`src/rtl/flag_op_scheduler_pkg.sv`:
```
// Shared opcodes, FSM state type and the single-bit flag ALU for flag_op_scheduler.
package flag_op_scheduler_pkg;

  localparam logic [2:0] OP_NOP = 3'd0;
  localparam logic [2:0] OP_OR  = 3'd1;
  localparam logic [2:0] OP_NOT = 3'd2;
  localparam logic [2:0] OP_EQ  = 3'd3;
  localparam logic [2:0] OP_MUX = 3'd4;
  localparam logic [2:0] OP_AND = 3'd5;
  localparam logic [2:0] OP_CLR = 3'd6;
  localparam logic [2:0] OP_SET = 3'd7;

  typedef enum logic [1:0] {StIdle, StGrant, StExec} state_e;

  function automatic logic flag_alu(input logic [2:0] op, input logic a, input logic b,
                                    input logic c);
    logic r;
    r = 1'b0;
    case (op)
      OP_NOP:  r = 1'b0;
      OP_OR:   r = a | b;
      OP_NOT:  r = ~a;
      OP_EQ:   r = (a == b);
      OP_MUX:  r = a ? b : c;
      OP_AND:  r = a & b & c;
      OP_CLR:  r = 1'b0;
      OP_SET:  r = 1'b1;
      default: r = 1'b0;
    endcase
    return r;
  endfunction

endpackage

```
`src/rtl/flag_op_scheduler_rr_pick.sv`:
```
// Combinational round-robin picker: first set bit of req searching upward from ptr, wrapping.
module rr_pick #(
  parameter int unsigned NREQ = 4,
  parameter int unsigned PW   = $clog2(NREQ)
) (
  input  logic [NREQ-1:0] req,
  input  logic [PW-1:0]   ptr,
  output logic [NREQ-1:0] gnt,
  output logic            valid
);

  logic [PW-1:0] idx;

  always_comb begin
    gnt   = '0;
    valid = 1'b0;
    idx   = '0;
    for (int unsigned k = 0; k < NREQ; k++) begin
      idx = PW'((32'(ptr) + k) % NREQ);
      if (!valid && req[idx]) begin
        gnt[idx] = 1'b1;
        valid    = 1'b1;
      end
    end
  end

endmodule

```
`src/rtl/flag_op_scheduler.sv`:
```
// Round-robin scheduler sharing one flag ALU and flag register between NREQ requesters.
// Define FLAG_OP_SCHED_LOCK_EN to add the LOCK input that pins the pointer on the winner.
module flag_op_scheduler
  import flag_op_scheduler_pkg::*;
#(
  parameter int unsigned NREQ  = 4,
  parameter int unsigned NFLAG = 8,
  parameter int unsigned IW    = 3
) (
  input  logic                 CLK,
  input  logic                 RST,
  input  logic [NREQ-1:0]      REQ,
  input  logic [3*NREQ-1:0]    OP,
  input  logic [IW*NREQ-1:0]   SRC_A,
  input  logic [IW*NREQ-1:0]   SRC_B,
  input  logic [IW*NREQ-1:0]   SRC_C,
  input  logic [IW*NREQ-1:0]   DST,
`ifdef FLAG_OP_SCHED_LOCK_EN
  input  logic [NREQ-1:0]      LOCK,
`endif
  output logic [NREQ-1:0]      GNT,
  output logic [NREQ-1:0]      ACK,
  output logic [NFLAG-1:0]     FLAGS
);

  localparam int unsigned PW = $clog2(NREQ);

  state_e           state_q, state_d;
  logic [NREQ-1:0]  gnt_q, gnt_d, ack_q, ack_d;
  logic [NFLAG-1:0] flags_q, flags_d;
  logic [PW-1:0]    ptr_q, ptr_d;
  logic [2:0]       op_q, op_d;
  logic [IW-1:0]    a_q, a_d, b_q, b_d, c_q, c_d, dst_q, dst_d;

  logic [NREQ-1:0]  pick_req, pick_gnt;
  logic             pick_valid;
  logic [PW-1:0]    sel;
  logic [2:0]       sel_op;
  logic [IW-1:0]    sel_a, sel_b, sel_c, sel_dst;
  logic             sel_req, res;
`ifdef FLAG_OP_SCHED_LOCK_EN
  logic             sel_lock;
`endif

  // Out-of-range indices read as 0.
  function automatic logic rd_flag(input logic [NFLAG-1:0] f, input logic [IW-1:0] idx);
    if (32'(idx) < NFLAG) return f[idx];
    return 1'b0;
  endfunction

  // A requester just acknowledged sits out the pick made in its ACK cycle.
  assign pick_req = REQ & ~ack_q;

  rr_pick #(
    .NREQ (NREQ),
    .PW   (PW)
  ) u_rr_pick (
    .req   (pick_req),
    .ptr   (ptr_q),
    .gnt   (pick_gnt),
    .valid (pick_valid)
  );

  always_comb begin
    sel     = '0;
    sel_op  = '0;
    sel_a   = '0;
    sel_b   = '0;
    sel_c   = '0;
    sel_dst = '0;
`ifdef FLAG_OP_SCHED_LOCK_EN
    sel_lock = 1'b0;
`endif
    for (int unsigned i = 0; i < NREQ; i++) begin
      if (gnt_q[i]) begin
        sel     = PW'(i);
        sel_op  = OP[3*i +: 3];
        sel_a   = SRC_A[IW*i +: IW];
        sel_b   = SRC_B[IW*i +: IW];
        sel_c   = SRC_C[IW*i +: IW];
        sel_dst = DST[IW*i +: IW];
`ifdef FLAG_OP_SCHED_LOCK_EN
        sel_lock = LOCK[i];
`endif
      end
    end
  end

  assign sel_req = |(REQ & gnt_q);
  assign res     = flag_alu(op_q, rd_flag(flags_q, a_q), rd_flag(flags_q, b_q),
                            rd_flag(flags_q, c_q));

  always_comb begin
    state_d = state_q;
    gnt_d   = gnt_q;
    ack_d   = '0;
    flags_d = flags_q;
    ptr_d   = ptr_q;
    op_d    = op_q;
    a_d     = a_q;
    b_d     = b_q;
    c_d     = c_q;
    dst_d   = dst_q;
    unique case (state_q)
      StIdle: begin
        if (pick_valid) begin
          gnt_d   = pick_gnt;
          state_d = StGrant;
        end
      end
      StGrant: begin
        if (sel_req) begin
          op_d    = sel_op;
          a_d     = sel_a;
          b_d     = sel_b;
          c_d     = sel_c;
          dst_d   = sel_dst;
          state_d = StExec;
        end else begin
          gnt_d   = '0;
          state_d = StIdle;
        end
      end
      StExec: begin
        if (op_q != OP_NOP && 32'(dst_q) < NFLAG) flags_d[dst_q] = res;
        gnt_d   = '0;
        ack_d   = gnt_q;
        ptr_d   = PW'((32'(sel) + 1) % NREQ);
`ifdef FLAG_OP_SCHED_LOCK_EN
        if (sel_lock) ptr_d = sel;
`endif
        state_d = StIdle;
      end
      default: begin
        gnt_d   = '0;
        state_d = StIdle;
      end
    endcase
  end

  always_ff @(posedge CLK) begin
    if (RST) begin
      state_q <= StIdle;
      gnt_q   <= '0;
      ack_q   <= '0;
      flags_q <= '0;
      ptr_q   <= '0;
      op_q    <= '0;
      a_q     <= '0;
      b_q     <= '0;
      c_q     <= '0;
      dst_q   <= '0;
    end else begin
      state_q <= state_d;
      gnt_q   <= gnt_d;
      ack_q   <= ack_d;
      flags_q <= flags_d;
      ptr_q   <= ptr_d;
      op_q    <= op_d;
      a_q     <= a_d;
      b_q     <= b_d;
      c_q     <= c_d;
      dst_q   <= dst_d;
    end
  end

  assign GNT   = gnt_q;
  assign ACK   = ack_q;
  assign FLAGS = flags_q;

endmodule

```
`config.mk`:
```
export PLATFORM = sky130hd
export DESIGN_NAME = flag_op_scheduler
export DESIGN_NICKNAME = d
export VERILOG_FILES = /design/src/rtl/flag_op_scheduler_pkg.sv /design/src/rtl/flag_op_scheduler_rr_pick.sv /design/src/rtl/flag_op_scheduler.sv
export SDC_FILE = /design/constraint.sdc
export NUM_CORES = 1
export LEC_CHECK = 0
export CORE_ASPECT_RATIO = 1.4
export CORE_MARGIN = 3
export CORE_UTILIZATION = 30
export DETAILED_ROUTE_END_ITERATION = 10
export PLACE_DENSITY = 0.59
export SLEW_MARGIN = 40
export SYNTH_ARGS = -nofsm -noshare
export SYNTH_HDL_FRONTEND = slang
export SYNTH_SLANG_ARGS = --single-unit
```
`constraint.sdc`:
```
create_clock -name CLK -period 2.8 [get_ports CLK]
set_input_delay 0.56 -clock CLK [delete_from_list [all_inputs] [get_ports CLK]]
set_output_delay 0.56 -clock CLK [all_outputs]
set_load 0.02 [all_outputs]
```
# Word-level counts from Yosys, hierarchy flattened
# Cells that the tools add are included.
[word_totals] out_inout_bits=16 elab_cells=134 register_bits=35 in_bits=66
[classes] reduce_logical=20 n_addsub=4 eq_ne=12 order_cmp=13 muxes=64 bitwise_logic=11
[op_table] cell="$mux 3" count=20
[op_table] cell="$mux 4" count=6
[op_table] cell="$mux 1" count=18
[op_table] cell="$lt 3x4->1 const B" count=4
[op_table] cell="$eq 3x3->1 const B" count=4
[op_table] cell="$lt 2x3->1 const B" count=4
[op_table] cell="$or 4x4->4" count=3
[op_table] cell="$bmux 1 s3" count=3
[op_table] cell="$and 4x4->4" count=2
[op_table] cell="$bmux 1 s2" count=4
[op_table] cell="$bwmux 8" count=1
[op_table] cell="$demux 1 s2" count=4
[op_table] cell="$ge 2x1->1 const B" count=4
[op_table] cell="$logic_and 1x1->1" count=8
[op_table] cell="$mux 2" count=4
[op_table] cell="$pmux 4 s2" count=1
[op_table] cell="$pmux 1 s7" count=1
[op_table] cell="$eq 3x2->1 const B" count=2
[op_table] cell="$reduce_and 2->1" count=3
[op_table] cell="$add 2x1->2 const B" count=2
[op_table] cell="$add 2x2->2 const B" count=2
[op_table] cell="$ne 2x2->1 const B" count=2
[op_table] cell="$not 4->4" count=1
[op_table] cell="$pmux 2 s2" count=1
[op_table] cell="other kinds (15)" count=20

# Logic depth before layout (Yosys ltp)
[depth] ltp_word=16 depth_mapped=11 depth_no_buf=10

# By module
# Synthesis repeated with hierarchy kept, for this count alone.
[unflattened] hier_cells=314 hier_area_um2=2630.0
[modules_own_cells] module="flag_op_scheduler" seq_area_each_um2=700.7 n_inst=1 area_each_um2=2135.8 cells_per_inst=252
[modules_own_cells] module="rr_pick" seq_area_each_um2=0.0 n_inst=1 area_each_um2=494.2 cells_per_inst=62

# Worst setup path before layout
# No wires, ideal clock.
[synth_timing] path_type="register to register" startpoint="register flags_q[7], in the netlist FLAGS[7]" endpoint="register flags_q[0], in the netlist FLAGS[0]" path_buffers=0 setup_time_ns=0.145 arrival_time_ns=2.178 period_less_slack_ns=2.323 stages_incl_launch_ff=10 required_ns=2.655 slack_ns=0.477 path_cell_list="dfxtp_1 mux2i_1 and3_1 or3_1 ha_1 inv_1 o21ai_0 o31ai_1 a32oi_1 a31oi_1"
[synth_via] elab_chain_len=6 word_cells_on_any_way=14 classes_between="eq/ne: 1; mux: 9; bitwise: 4"
[synth_lines] item="start: declaration" line_no="flag_op_scheduler.sv:30" rtl="logic [NFLAG-1:0] flags_q, flags_d;"
[synth_lines] item="start signal: assignment" line_no="flag_op_scheduler.sv:157" rtl="flags_q <= flags_d;"
[synth_lines] item="$bmux 1 s3" line_no="flag_op_scheduler.sv:47" rtl="if (32'(idx) < NFLAG) return f[idx];"
[synth_lines] item="$mux 1 (not written as such)" line_no="flag_op_scheduler.sv:47"
[synth_lines] item="$and 1x1->1 (2 in series)" line_no="flag_op_scheduler_pkg.sv:25" rtl="OP_AND: r = a & b & c;"
[synth_lines] item="$pmux 1 s7 *" line_no="flag_op_scheduler_pkg.sv:19" rtl="case (op)"
[synth_lines] item="$bwmux 8 *" line_no="flag_op_scheduler.sv:125" rtl="if (op_q != OP_NOP && 32'(dst_q) < NFLAG) flags_d[dst_q] = res;"
# Every way passes the cells marked *; elsewhere a longest branch is shown, timed or not. The select of a mux whose other input is x is not followed.
# A chain may end at the register's enable or synchronous reset.

# Worst setup path in the final report
[layout_timing] startpoint="input REQ[2]" endpoint="register gnt_q[0], in the netlist GNT[0]"
[layout_via] elab_chain_len=15 word_cells_on_any_way=33 classes_between="eq/ne: 2; mux: 18; bitwise: 5; reduce/logical: 8"
[layout_lines] item="start: declaration" line_no="flag_op_scheduler.sv:12" rtl="input logic [NREQ-1:0] REQ,"
[layout_lines] item="$and 4x4->4" line_no="flag_op_scheduler.sv:52" rtl="assign pick_req = REQ & ~ack_q;"
[layout_lines] item="$bmux 1 s2" line_no="flag_op_scheduler_rr_pick.sv:20" rtl="if (!valid && req[idx]) begin"
[layout_lines] item="$mux 1 (not written as such)" line_no="flag_op_scheduler_rr_pick.sv:20"
[layout_lines] item="$mux 1" line_no="flag_op_scheduler_rr_pick.sv:20"
[layout_lines] item="$logic_not 1->1" line_no="flag_op_scheduler_rr_pick.sv:20"
[layout_lines] item="$logic_and 1x1->1" line_no="flag_op_scheduler_rr_pick.sv:20"
[layout_lines] item="$mux 1" line_no="flag_op_scheduler_rr_pick.sv:20"
[layout_lines] item="$logic_not 1->1" line_no="flag_op_scheduler_rr_pick.sv:20"
[layout_lines] item="$logic_and 1x1->1" line_no="flag_op_scheduler_rr_pick.sv:20"
[layout_lines] item="$mux 1" line_no="flag_op_scheduler_rr_pick.sv:20"
[layout_lines] item="$logic_not 1->1" line_no="flag_op_scheduler_rr_pick.sv:20"
[layout_lines] item="$logic_and 1x1->1" line_no="flag_op_scheduler_rr_pick.sv:20"
[layout_lines] item="$mux 4 / $mux 1 (equally long branches)" line_no="flag_op_scheduler_rr_pick.sv:20"
[layout_lines] item="$mux 4 / $ne 2x2->1 (equally long branches)"
[layout_lines] item="$pmux 4 s2 / $reduce_and 2->1 (equally long branches)"
[layout_lines] item="end signal: assignment" line_no="flag_op_scheduler.sv:155" rtl="gnt_q <= gnt_d;"
[layout_lines] item="end: declaration" line_no="flag_op_scheduler.sv:29" rtl="logic [NREQ-1:0] gnt_q, gnt_d, ack_q, ack_d;"
# Several ways; a longest one is shown, not always the timed one. The select of a mux whose other input is x is not followed.

==> impl_metrics.json <==
{
  "status": "completed",
  "cts_resized": 0,
  "placed_cell_area_um2": 3420,
  "synthesis.area_um2": 2490,
  "power_density_nw_per_um2": 343,
  "hp-class": "reg2reg",
  "hold_viol": 0,
  "netlist.area_leader.share_pct": 28.2,
  "slowest_stage": "clkdlybuf4s50_1",
  "highest_layer": "met4",
  "post-cts-setup-buffers": 0,
  "cts_sinks": 35,
  "die_w_um": 83.0,
  "cp-endpoint": "GNT[0]",
  "clock_latency_ns": 0.29,
  "rsz0062_at_grt": "no",
  "stdcell_count": 478,
  "grt_pass1_vias": 2581,
  "synthesis.nets": 372,
  "fin_crit_sh_pct": 82.8,
  "drive_gt1_share_pct": 10.3,
  "track_usage_pct": 17.4,
  "met2_length_um": 4280,
  "ys_seq_elements": 35,
  "grt_max_degree": 33,
  "drv_slew": 0,
  "finalSetupTns_ns": 0,
  "final_antenna_net_count": 0,
  "first_iter_violations": 125,
  "p_leak_nw": 1.25,
  "rows": 38,
  "die-height_um": 114,
  "syn_avg_cell_area_um2": 8.41,
  "cts_tree": "done",
  "ff2ff_setup_slack_ns": 0.52,
  "yosysTopAreaCell": "dfxtp_1",
  "dieArea_um2": 9440,
  "dp_hpwl_um": 6100,
  "totalWireLength_um": 7970,
  "cts_hold_buf": 0,
  "grt_remaining_overflow": 0,
  "async_flop_share_pct": 0,
  "cts_buffers": 5,
  "path_cells": "clkdlybuf4s50_1 > or3b_4 > a2111o_1 > a211oi_2 > a22oi_1 > o211ai_1",
  "utilization_pct": 44.5,
  "clockBufferDepth": 2,
  "fin_worst_skew_ns": 0.00246,
  "place_inst": 471,
  "syn_to_final_growth_pct": 41.0,
  "worst-path-max-fanout": 4,
  "cap_violations": 0,
  "path_class": "in2reg",
  "fmax_ghz": 0.432,
  "wire_per_inst_um": 16.7,
  "rr_endpoint": "FLAGS[0]",
  "drtPass1Iterations": 4,
  "max_slew.worst_pin.slew_ns": 0.803,
  "cp.required_ns": 3.02,
  "cpPeakStageDelay_ns": 0.51,
  "via_per_inst": 5.33,
  "yosysWarnings": 0,
  "ys_types": 51,
  "ys_top_cells_by_area": "dfxtp_1 (28%), a221oi_1 (5.6%), ha_1 (5.0%)",
  "root_buffer": "clkbuf_8",
  "routabilityCongestion": 0.849,
  "irDropWorstVdd_mv": 0.151,
  "nNetsFinal": 454,
  "num_vias": 2546,
  "relSlewSlack_pct": 46.2,
  "wl_met1_um": 3310,
  "critPathLaunch": "REQ[2]",
  "seq_area_um2": 701,
  "synth_edf_count": 0,
  "fin_total_pwr_mw": 1.21,
  "synth_cells": 296,
  "cp-end-kind": "flip-flop",
  "initial_utilization_pct": 31.5,
  "wl_met3_um": 244,
  "rr_startpoint": "b_q[0]",
  "fin_area_um2": 3510,
  "drc": 0,
  "io_buffer_count": 81,
  "clk_pin_slew_ns": 0.07,
  "dp_slack_ns": 0.203,
  "setup_ws_ns": 0.483,
  "grt_pass1_wl_um": 13300,
  "period_needed_ns": 2.32,
  "cts_max_level": 2,
  "core_um2": 7890,
  "start_kind": "input port",
  "fillers": 827,
  "diodes": 0,
  "cp.arrival_ns": 2.53,
  "ff2ff_path_depth": 10,
  "synth_ff_type": "dfxtp_1",
  "antenna_found_initial": 0,
  "seq_area_frac_synth_pct": 28.2,
  "multi_input_area_um2": 1640,
  "finalSetupViolCount": 0,
  "ios": 82,
  "timing.hold.ws_ns": 0.513
}
==> synth_stat cells (all sizes together), types with 10 or more instances <==
library cell,number
a211oi,16
a21oi,18
a221oi,16
clkbuf,17
dfxtp,35
ha,10
inv,11
mux2i,11
nor2,29
nor2b,20
nor3,22
==> worst min-delay path by stage <==
stage / from / to / slack, ns / depth (start not counted)
3_5_place_dp: dst_q[0] / dst_q[0] / 0.51 / 2
3_3_place_gp: dst_q[0] / dst_q[0] / 0.50 / 2
5_1_grt: dst_q[0] / dst_q[0] / 0.55 / 2
6_report: dst_q[0] / dst_q[0] / 0.51 / 2
2_1_floorplan: dst_q[0] / dst_q[0] / 0.48 / 2
4_1_cts: dst_q[0] / dst_q[0] / 0.52 / 2
==> sequential cells by signal, summed over array words and instances (netlist names) <==
register  cells
ACK           4
FLAGS         8
GNT           4
a_q           3
b_q           3
c_q           3
dst_q         3
op_q          3
ptr_q         2
state_q       2
==> report_power, final <==
part           total (mW)  leakage, nW  switching [mW]  internal [mW]
combinational       0.293        0.919           0.126          0.167
sequential          0.537        0.283          0.0225          0.515
clock               0.375       0.0470           0.182          0.193
==> worst max-delay path, delay by kind of cell <==
family          cells  cell delay (ns)
compound gates      4             1.05
buf+inv             1             0.51
simple gates        1             0.40
==> area by class of cell <==
cell class                      count  area share, %
Clock buffer                        6           2.35
Clock inverter                      1          0.143
Inverter                           11           1.18
Multi-Input combinational cell    230           46.7
Sequential cell                    35           20.0
Tap cell                          100           3.57
Timing Repair Buffer               95           26.1
==> cells in the final DEF (no fill, tap or decap), types with 3 or more instances in the layout <==
master | synthesis | routed
nand2b_1 | 8 | 8
and2_1 | 5 | 5
nand3b_1 | 4 | 4
o211ai_1 | 4 | 4
clkbuf_8 | 3 | 6
dfxtp_1 | 35 | 35
a211oi_1 | 15 | 15
nor2_1 | 29 | 29
nor3_1 | 21 | 21
nor2b_1 | 20 | 19
a21oi_1 | 18 | 18
nand3_1 | 4 | 4
a221oi_1 | 16 | 16
a32oi_1 | 5 | 5
a22oi_1 | 6 | 6
clkdlybuf4s50_1 | 0 | 81
a31oi_1 | 8 | 8
o21bai_1 | 8 | 8
ha_1 | 10 | 10
mux2i_1 | 11 | 11
and2b_2 | 5 | 5
inv_1 | 11 | 11
or3_1 | 3 | 3
buf_4 | 0 | 14
==> routing by layer <==
metal  global-route usage, %  vias up
li1                        -     1284
met1                    19.7     1198
met2                    32.6       54
met3                    3.32       10
met4                    5.67        0
met5                       0        -
==> cell families after synthesis <==
logic type	share of synthesized area [%]
AO/OA/AOI/OAI	26.7
AND/OR/NAND/NOR	26.5
adder cells (fa/ha/maj)	5.03
flip-flops	28.2
multiplexers	7.29
buffers and inverters	6.28
No activity file was read; power rests on OpenSTA's default activity.
